===== src/rtl/tcdm_rob.sv =====
// tcdm_rob: reorder buffer between the core load/store port and the TCDM shim.
// Reads/AMOs get a circular meta ID; responses return to the core in order.
module tcdm_rob #(
    parameter int unsigned DataWidth           = 32,
    parameter int unsigned MaxOutStandingReads = 8,
    localparam int unsigned MetaIdWidth =
        (MaxOutStandingReads > 1) ? $clog2(MaxOutStandingReads) : 1
) (
    input  logic                   clk_i,
    input  logic                   rst_i,
    input  logic [31:0]            core_qaddr_i,
    input  logic                   core_qwrite_i,
    input  logic [3:0]             core_qamo_i,
    input  logic [DataWidth-1:0]   core_qdata_i,
    input  logic [DataWidth/8-1:0] core_qstrb_i,
    input  logic                   core_qvalid_i,
    output logic                   core_qready_o,
    output logic [DataWidth-1:0]   core_pdata_o,
    output logic                   core_perror_o,
    output logic                   core_pvalid_o,
    input  logic                   core_pready_i,
    output logic [31:0]            shim_qaddr_o,
    output logic                   shim_qwrite_o,
    output logic [3:0]             shim_qamo_o,
    output logic [DataWidth-1:0]   shim_qdata_o,
    output logic [DataWidth/8-1:0] shim_qstrb_o,
    output logic [MetaIdWidth-1:0] shim_qid_o,
    output logic                   shim_qvalid_o,
    input  logic                   shim_qready_i,
    input  logic [DataWidth-1:0]   shim_pdata_i,
    input  logic                   shim_perror_i,
    input  logic [MetaIdWidth-1:0] shim_pid_i,
    input  logic                   shim_pvalid_i,
    output logic                   shim_pready_o
);

    localparam int unsigned CntWidth = $clog2(MaxOutStandingReads + 1);
    localparam logic [MetaIdWidth-1:0] LastId =
        MetaIdWidth'(MaxOutStandingReads - 1);
    localparam logic [CntWidth-1:0] MaxCnt = CntWidth'(MaxOutStandingReads);

    if (DataWidth != 32) begin : g_bad_data_width
        $fatal(1, "tcdm_rob: only DataWidth = 32 is supported");
    end
    if (MaxOutStandingReads < 2) begin : g_bad_depth
        $fatal(1, "tcdm_rob: MaxOutStandingReads must be >= 2");
    end

    logic [MetaIdWidth-1:0]         head_q, tail_q;
    logic [MetaIdWidth-1:0]         head_next, tail_next;
    logic [CntWidth-1:0]            count_q;
    logic [MaxOutStandingReads-1:0] done_q;
    logic [MaxOutStandingReads-1:0] err_q;
    logic [DataWidth-1:0]           data_q [MaxOutStandingReads];

    logic is_read, full, gate;
    logic do_alloc, do_release;
    int   pid_off;
    logic pid_outstanding;

    // Request path: zero-latency pass-through, reads gated when the ROB is full.
    always_comb begin
        is_read       = !core_qwrite_i;
        full          = (count_q == MaxCnt);
        gate          = is_read & full;
        shim_qvalid_o = core_qvalid_i & !gate;
        core_qready_o = shim_qready_i & !gate;
        shim_qid_o    = is_read ? tail_q : '0;
        shim_qaddr_o  = core_qaddr_i;
        shim_qwrite_o = core_qwrite_i;
        shim_qamo_o   = core_qamo_i;
        shim_qdata_o  = core_qdata_i;
        shim_qstrb_o  = core_qstrb_i;
        shim_pready_o = 1'b1;
    end

    // In-order release from the head entry, plus pointer wrap arithmetic.
    always_comb begin
        core_pvalid_o = (count_q != '0) & done_q[head_q];
        core_pdata_o  = data_q[head_q];
        core_perror_o = err_q[head_q];
        do_alloc      = shim_qvalid_o & shim_qready_i & is_read;
        do_release    = core_pvalid_o & core_pready_i;
        tail_next     = (tail_q == LastId) ? '0 : tail_q + 1'b1;
        head_next     = (head_q == LastId) ? '0 : head_q + 1'b1;
    end

    // Pointer and occupancy registers.
    always_ff @(posedge clk_i or posedge rst_i) begin
        if (rst_i) begin
            head_q  <= '0;
            tail_q  <= '0;
            count_q <= '0;
        end else begin
            if (do_alloc) tail_q <= tail_next;
            if (do_release) head_q <= head_next;
            case ({do_alloc, do_release})
                2'b10:   count_q <= count_q + CntWidth'(1);
                2'b01:   count_q <= count_q - CntWidth'(1);
                default: count_q <= count_q;
            endcase
        end
    end

    // Entry storage: capture by response ID, clear done on release.
    always_ff @(posedge clk_i or posedge rst_i) begin
        if (rst_i) begin
            done_q <= '0;
            err_q  <= '0;
            for (int i = 0; i < int'(MaxOutStandingReads); i++) begin
                data_q[i] <= '0;
            end
        end else begin
            if (do_release) done_q[head_q] <= 1'b0;
            if (shim_pvalid_i) begin
                done_q[shim_pid_i] <= 1'b1;
                err_q[shim_pid_i]  <= shim_perror_i;
                data_q[shim_pid_i] <= shim_pdata_i;
            end
        end
    end

    // Distance of the response ID from head, used to flag stray responses.
    always_comb begin
        if (shim_pid_i >= head_q) begin
            pid_off = int'(shim_pid_i) - int'(head_q);
        end else begin
            pid_off = int'(shim_pid_i) + int'(MaxOutStandingReads)
                      - int'(head_q);
        end
        pid_outstanding = (pid_off < int'(count_q));
    end

    a_count_max: assert property (
        @(posedge clk_i) disable iff (rst_i)
        count_q <= MaxCnt
    );

    a_pdata_stable: assert property (
        @(posedge clk_i) disable iff (rst_i)
        core_pvalid_o && !core_pready_i
        |=> core_pvalid_o && $stable(core_pdata_o)
    );

    a_resp_legal: assert property (
        @(posedge clk_i) disable iff (rst_i)
        shim_pvalid_i |-> pid_outstanding && !done_q[shim_pid_i]
    );

endmodule

===== config.mk =====
export PLATFORM = sky130hd
export DESIGN_NAME = tcdm_rob
export DESIGN_NICKNAME = d
export VERILOG_FILES = /design/src/rtl/tcdm_rob.sv
export SDC_FILE = /design/constraint.sdc
export NUM_CORES = 1
export LEC_CHECK = 0
export BUFFER_PORTS_ARGS = -buffer_cell sky130_fd_sc_hd__buf_2
export CAP_MARGIN = 20
export CELL_PAD_IN_SITES_DETAIL_PLACEMENT = 0
export CELL_PAD_IN_SITES_GLOBAL_PLACEMENT = 1
export CORE_UTILIZATION = 35
export CTS_BUF_LIST = sky130_fd_sc_hd__clkbuf_8
export CTS_CLUSTER_SIZE = 14
export DETAILED_ROUTE_END_ITERATION = 10
export GPL_ROUTABILITY_DRIVEN = 1
export HOLD_SLACK_MARGIN = 0.06
export PLACE_DENSITY = 0.67
export RECOVER_POWER = 50
export SLEW_MARGIN = 15
export SYNTH_ARGS = -nofsm -noshare
export SYNTH_HDL_FRONTEND = slang
export SYNTH_SLANG_ARGS = --single-unit

===== constraint.sdc =====
create_clock -name clk_i -period 10 [get_ports clk_i]
set_input_delay 1.5 -clock clk_i [delete_from_list [all_inputs] [get_ports clk_i]]
set_output_delay 1.5 -clock clk_i [all_outputs]
set_load 0.02 [all_outputs]

# ---- Word level (Yosys, flattened, before mapping)
# Index checks and enable logic that the tools add are counted.
dict set report word_totals {
  out_inout_bits 113
  input_bits 115
  word_cells 69
  regBits 282
}
dict set report op_classes {
  add_sub_neg 4
  magnitude_cmp 7
  n_eq_ne 5
  n_bitwise 12
  n_reduce_logical 7
  n_mux 21
}
# operator n
set op_table {}
lappend op_table {{$bwmux W256} 1}
lappend op_table {{$bmux W32 S3} 1}
lappend op_table {{$demux W32 S3} 1}
lappend op_table {{$mux W32} 3}
lappend op_table {{$mux W8} 2}
lappend op_table {{$mux W3} 3}
lappend op_table {{$and A8 B8 Y8} 1}
lappend op_table {{$bwmux W8} 1}
lappend op_table {{$ge A4 B4 Y1 const B} 2}
lappend op_table {{$lt A3 B4 Y1 const B} 2}
lappend op_table {{$not A3 Y4} 2}
lappend op_table {{$not A8 Y8} 1}
lappend op_table {{$or A8 B8 Y8} 1}
lappend op_table {{$pmux W4 S2} 1}
lappend op_table {{$and A1 B1 Y1} 7}
lappend op_table {{$add A3 B1 Y3 const B} 2}
lappend op_table {{$bmux W1 S3} 2}
lappend op_table {{$demux W1 S3} 2}
lappend op_table {{$eq A3 B3 Y1 const B} 2}
lappend op_table {{$ge A3 B1 Y1 const B} 2}
lappend op_table {{$add A4 B1 Y4 const B} 1}
lappend op_table {{$eq A4 B4 Y1 const B} 1}
lappend op_table {{$lt A4 B1 Y1 const B} 1}
lappend op_table {{$mux W1} 4}
lappend op_table {{7 further kinds} 10}

# ---- Depth between registers and ports, before layout
dict set report depth {
  ltp_word 9
  depth_mapped 12
  depth_no_buf 12
}

# ---- Worst setup path before layout
# No wires, ideal clock.
dict set report synth_timing {
  path_kind {input to register}
  from {input port core_qwrite_i}
  to {register count_q[3]}
  required_time_ps 9875
  path_slack_ps 6607
  path_stages 11
  arrival_time_ps 3268
  n_path_buf 0
  setup_time_ps 125
  cell_sequence {nand3b_1 > and2_1 > and3b_1 > inv_1 > ha_1 > ha_1 > a21o_1 > a21oi_1 > xnor2_1 > nor2_1 > xor2_1}
}
dict set report synth_via {
  elab_chain_len 8
  elab_cells_between_ends 10
  cone_classes {eq/ne: 2; mux: 1; bitwise: 4; reduce/logical: 3}
}
# element line
set synth_rtl {}
lappend synth_rtl {{start: declaration} 12} ;# input logic core_qwrite_i,
lappend synth_rtl {{$logic_not A1 Y1 (*)} 63} ;# is_read = !core_qwrite_i;
lappend synth_rtl {{$and A1 B1 Y1 (*)} 65} ;# gate = is_read & full;
lappend synth_rtl {{$logic_not A1 Y1 (*)} 66} ;# shim_qvalid_o = core_qvalid_i & !gate;
lappend synth_rtl {{$and A1 B1 Y1 (*)} 66}
lappend synth_rtl {{net shim_qvalid_o} 28} ;# output logic shim_qvalid_o,
lappend synth_rtl {{$and A1 B1 Y1 (*) (2 in a row)} 82} ;# do_alloc = shim_qvalid_o & shim_qready_i & is_read;
lappend synth_rtl {{$eq A2 B1 Y1 or $eq A2 B2 Y1 (tied branches)} 97} ;# case ({do_alloc, do_release})
lappend synth_rtl {{$pmux W4 S2 or $reduce_bool A2 Y1 (tied branches)} -}
lappend synth_rtl {{end signal: assignment} 98} ;# 2'b10: count_q <= count_q + CntWidth'(1);
lappend synth_rtl {{end signal: assignment} 99} ;# 2'b01: count_q <= count_q - CntWidth'(1);
lappend synth_rtl {{end signal: assignment} 100} ;# default: count_q <= count_q;
lappend synth_rtl {{end: declaration} 51} ;# logic [CntWidth-1:0] count_q;
# The timed path passes the listed nets; every way through them passes the cells marked *.
# A chain may end at the register's enable or synchronous reset.

# ---- Final worst setup path
dict set report layout_timing {
  from {register head_q[2]}
  to {output port core_perror_o}
}
dict set report layout_via {
  elab_chain_len 2
}
# element line
set layout_rtl {}
lappend layout_rtl {{start: declaration} 49} ;# logic [MetaIdWidth-1:0] head_q, tail_q;
lappend layout_rtl {{start signal: assignment} 96} ;# if (do_release) head_q <= head_next;
lappend layout_rtl {{$bmux W1 S3} 81} ;# core_perror_o = err_q[head_q];
lappend layout_rtl {{$mux W1 (implied by the code)} 81}
lappend layout_rtl {{end: declaration} 19} ;# output logic core_perror_o,
# No other way between the ends. The select of a mux whose other input is x is not followed.

==> summary by stage <==
Status
The flow ran to the end, but the final reports show violations. The checks that failed: capacitance limit, slew limit.

Floorplanning
The floorplan step set the die width to 198 microns. The height of the chip is 198 microns. The core region is 0.0378 sq mm. The initial utilization of the core area, before any placement, comes to 0.357. The number of top-level pins is 228. The floorplan step defined a die boundary enclosing 0.0393 sq mm.

The number of cell rows is 71.

Final layout
At the end of the flow, the number of nets in the layout was 1120. The area growth from synthesis to layout is 8.95%. Summing all non-filler instances in the final layout gives an area of 0.0147 sq mm. In the final layout, the share of cells above drive strength 1 is 0.463.

Synthesis
The proportion of synthesized flip-flops having asynchronous set or reset is 1.00. The share of the Yosys chip area taken by registers is 0.523. The number of warnings reported in the yosys synthesis log is 0. Counting flops with a built-in enable in the synthesized netlist gives 0.

The instance count of the mapped netlist is 980. The synthesized netlist contains 59 unique library cells. In this run the mean area of a mapped cell was 13.8 sq um. The total nets after synthesis is 1103. The most common flop cell mapped by yosys is dfrtp_1. Summing every instance area after synthesis gives 0.0135 sq mm.

The register bit total from synthesis is 282.

Global route
Across every metal layer, demand over resource in global routing totals 0.163. Entering global routing, the biggest net connects 186 pins. The initial antenna violation count is 3. The wire length of the first global-routing pass is 49200 microns.

The via count of the first global-routing pass is 8403. The total congestion overflow is 0.

Route
After detailed routing, the number of remaining DRC violations is 0. The first-iteration detailed-routing DRC count is 389. The total via count after detailed routing is 7984. The number of vias per cell is 5.19. The average wire per cell in the routed design is 20.2 microns. The number of nets with antenna violations after detailed routing is 0.

The length of the first detailed-routing pass in iterations is 4. Summed over all layers, the routed wires come to 31200 microns.

Timing
Adding up every negative setup slack in the final design gives 0 ns. The number of hold violations in the final report was 0. Between clock sinks in the finished design, the worst skew comes to 0.0190 ns. Setup violations remaining at the end of the flow were counted as 0. Setup repair after global routing left no endpoint under its margin. The max-slew violation total from the final report is 432. For this run, the top clock speed supported by timing is 0.151 GHz.

The worst relative slew slack is -1.96. Counting I/O delays and the setup requirement, the final critical path takes 6.61 ns. The worst-margin pin slew is 4.41 ns. Dividing the final minimum period by the clock period gives 0.661.

Clock tree
The clock network latency to the later pin of the worst-skew pair is 0.56 ns. Clock-pin slew was measured on the worst setup and hold paths at 0.06 ns. The clock root buffer is clkbuf_8. The TritonCTS clock tree is built. Counting along the longest clock path gives a buffer depth of 3. The clock buffer count from CTS is 49. The maximum level of the CTS H-tree is 2. The number of clock sinks seen by CTS is 282. Post-CTS timing repair inserted 0 buffers for setup. In this run, post-CTS hold repair placed 0 buffers. The number of gates resized after CTS was 0.

Pwr
The analysis attributes to cell leakage a power of 6.40 nW. The power per cell area is 283 mW/mm^2. Across the VDD grid, the largest voltage drop is 141 uV.

Worst hold path
The worst hold path begins at done_q[0]. The hold path endpoint is done_q[0]. Counting instances, the worst hold path has a depth of 1. The path class of the tightest hold or removal check is register to register.

Worst setup path
The number of cells on the worst reg-to-reg path is 12. The critical path required time is 8.50 ns. The internal reg-to-reg setup slack is 4.23 ns.

The data arrival at the endpoint of the critical path is 5.11 ns. The kind of start point of the critical path is a register. By startpoint and endpoint, the worst setup path is classified as register to output port. The endpoint identified for the worst register-to-register timing path is count_q[3]. The largest driver fanout on the critical path is 52. In this run the critical register-to-register path is launched from head_q[2]. The category of the worst setup path capture point is an output port.

Placement
Summing all placed instances gives a cell area of 0.0138 sq mm. The number of input and output port buffers inserted is 82. The global placer's final weighted congestion is 0.735. The half-perimeter wire length of the detailed placement result is 17700 microns.

Flow run
The tool flagged a number of max-cap violations equal to 10.
==> layer usage <==
metal | vias up | share of wire | track usage
met3 | 76 | 0.059 | 0.0317
li1 | 3527 | - | -
met2 | 212 | 0.46 | 0.250
met1 | 4165 | 0.46 | 0.233
met5 | - | 0.00067 | 0
met4 | 4 | 0.018 | 0.0439
==> final cells by class <==
cell class                 instances  area [sq um]
clock buffer                      60           826
timing repair buffer              97           498
antenna                            1          2.50
fill                            3642         23100
clock inverter                    21          83.8
inverter                          12          46.3
multi-input combinational        555          5530
sequential                       282          7070
tap                              511           639
==> cell families (layout without fill, tap and decap cells) <==
family	Yosys count	count (layout)	synth area share
and+or+nand+nor	106	106	0.0396
adders and majority gates	8	8	0.00798
DFF	282	282	0.523
other	1	2	0.000278
buffers and inverters	143	190	0.0667
AOI/OAI and AO/OA	92	92	0.0498
xor gates and xnor gates	4	4	0.00260
muxes	344	344	0.310
==> worst max-delay path by stage <==
stage	from	endpoint	slack, ns	cells past startpoint
final	head_q[2]	core_perror_o	3.39	6
after global routing	head_q[2]	core_pdata_o[30]	3.00	5
after CTS	head_q[0]	core_pdata_o[5]	4.94	7
after detailed placement	head_q[0]	core_pdata_o[5]	5.54	7
after global placement	head_q[0]	core_pdata_o[5]	5.53	7
after floorplan	rst_i	count_q[0]	0.72	1
==> metrics by stage <==
step	instances	hold slack, ns	utilization	setup WS [ns]	total power [mW]
floorplan	980	0.450	-	0.721	2.78
global placement	1457	0.466	0.367	5.53	3.19
finish	1539	0.489	0.389	3.39	4.16
CTS	1538	0.486	0.391	4.94	4.21
detailed placement	1457	0.467	0.367	5.54	3.20
global route	1538	0.502	0.389	3.00	4.44
==> where the power goes <==
part           internal, mW  total [mW]  switching [mW]
Combinational         0.728        1.54           0.817
Sequential             1.42        1.63           0.214
Clock                 0.533       0.983           0.450
==> Yosys cell counts, drive strengths merged (2+ instances only) <==
master | n | area (sq um)
xor2 | 2 | 17.5
nand2b | 5 | 38.8
o22ai | 3 | 18.8
ha | 7 | 87.6
mux2 | 290 | 3270
o221ai | 4 | 35.0
nand2 | 48 | 180
nor3 | 3 | 25.0
a21oi | 15 | 75.1
inv | 11 | 41.3
o31ai | 4 | 30.0
a22o | 5 | 43.8
o22a | 4 | 35.0
xnor2 | 2 | 17.5
mux4 | 30 | 676
dfrtp | 282 | 7060
clkbuf | 5 | 18.8
nand4b | 3 | 26.3
o21ai | 14 | 70.1
nor3b | 2 | 31.3
and2b | 2 | 15.0
buf | 126 | 836
nor2 | 27 | 109
a31oi | 4 | 25.0
nor2b | 5 | 31.3
mux2i | 24 | 240
a221o | 7 | 70.1
a22oi | 7 | 52.6
a221oi | 16 | 140
a21o | 2 | 15.0
and2 | 2 | 12.5
==> critical path, stage by stage, from the launching register on <==
cell and delay, ns:
dfrtp_4 0.70, clkbuf_1 2.47, and2b_1 0.45, a221oi_1 0.31, a21oi_1 0.07, a221o_1 0.34, buf_2 0.18
==> flip-flops by register name (all words and copies together) (netlist names) <==
name,cells
data_q,256
done_q,8
err_q,8
count_q,4
head_q,3
tail_q,3
==> placed cells by master (no fill, tap or decap), types with 7 or more instances in the layout <==
cell      netlist  routed
mux2_2        288     288
dfrtp_1       282     279
buf_2          47      79
clkbuf_8        0      60
nand2_1        48      48
mux4_2         30      30
inv_1          10      28
nor2_1         26      26
mux2i_1        24      24
a221oi_1       16      16
a21oi_1        15      15
o21ai_0        14      14
clkbuf_1        5      12
a22oi_1         7       7
a221o_1         7       7
ha_1            7       7
No activity file was read; power rests on OpenSTA's default activity.
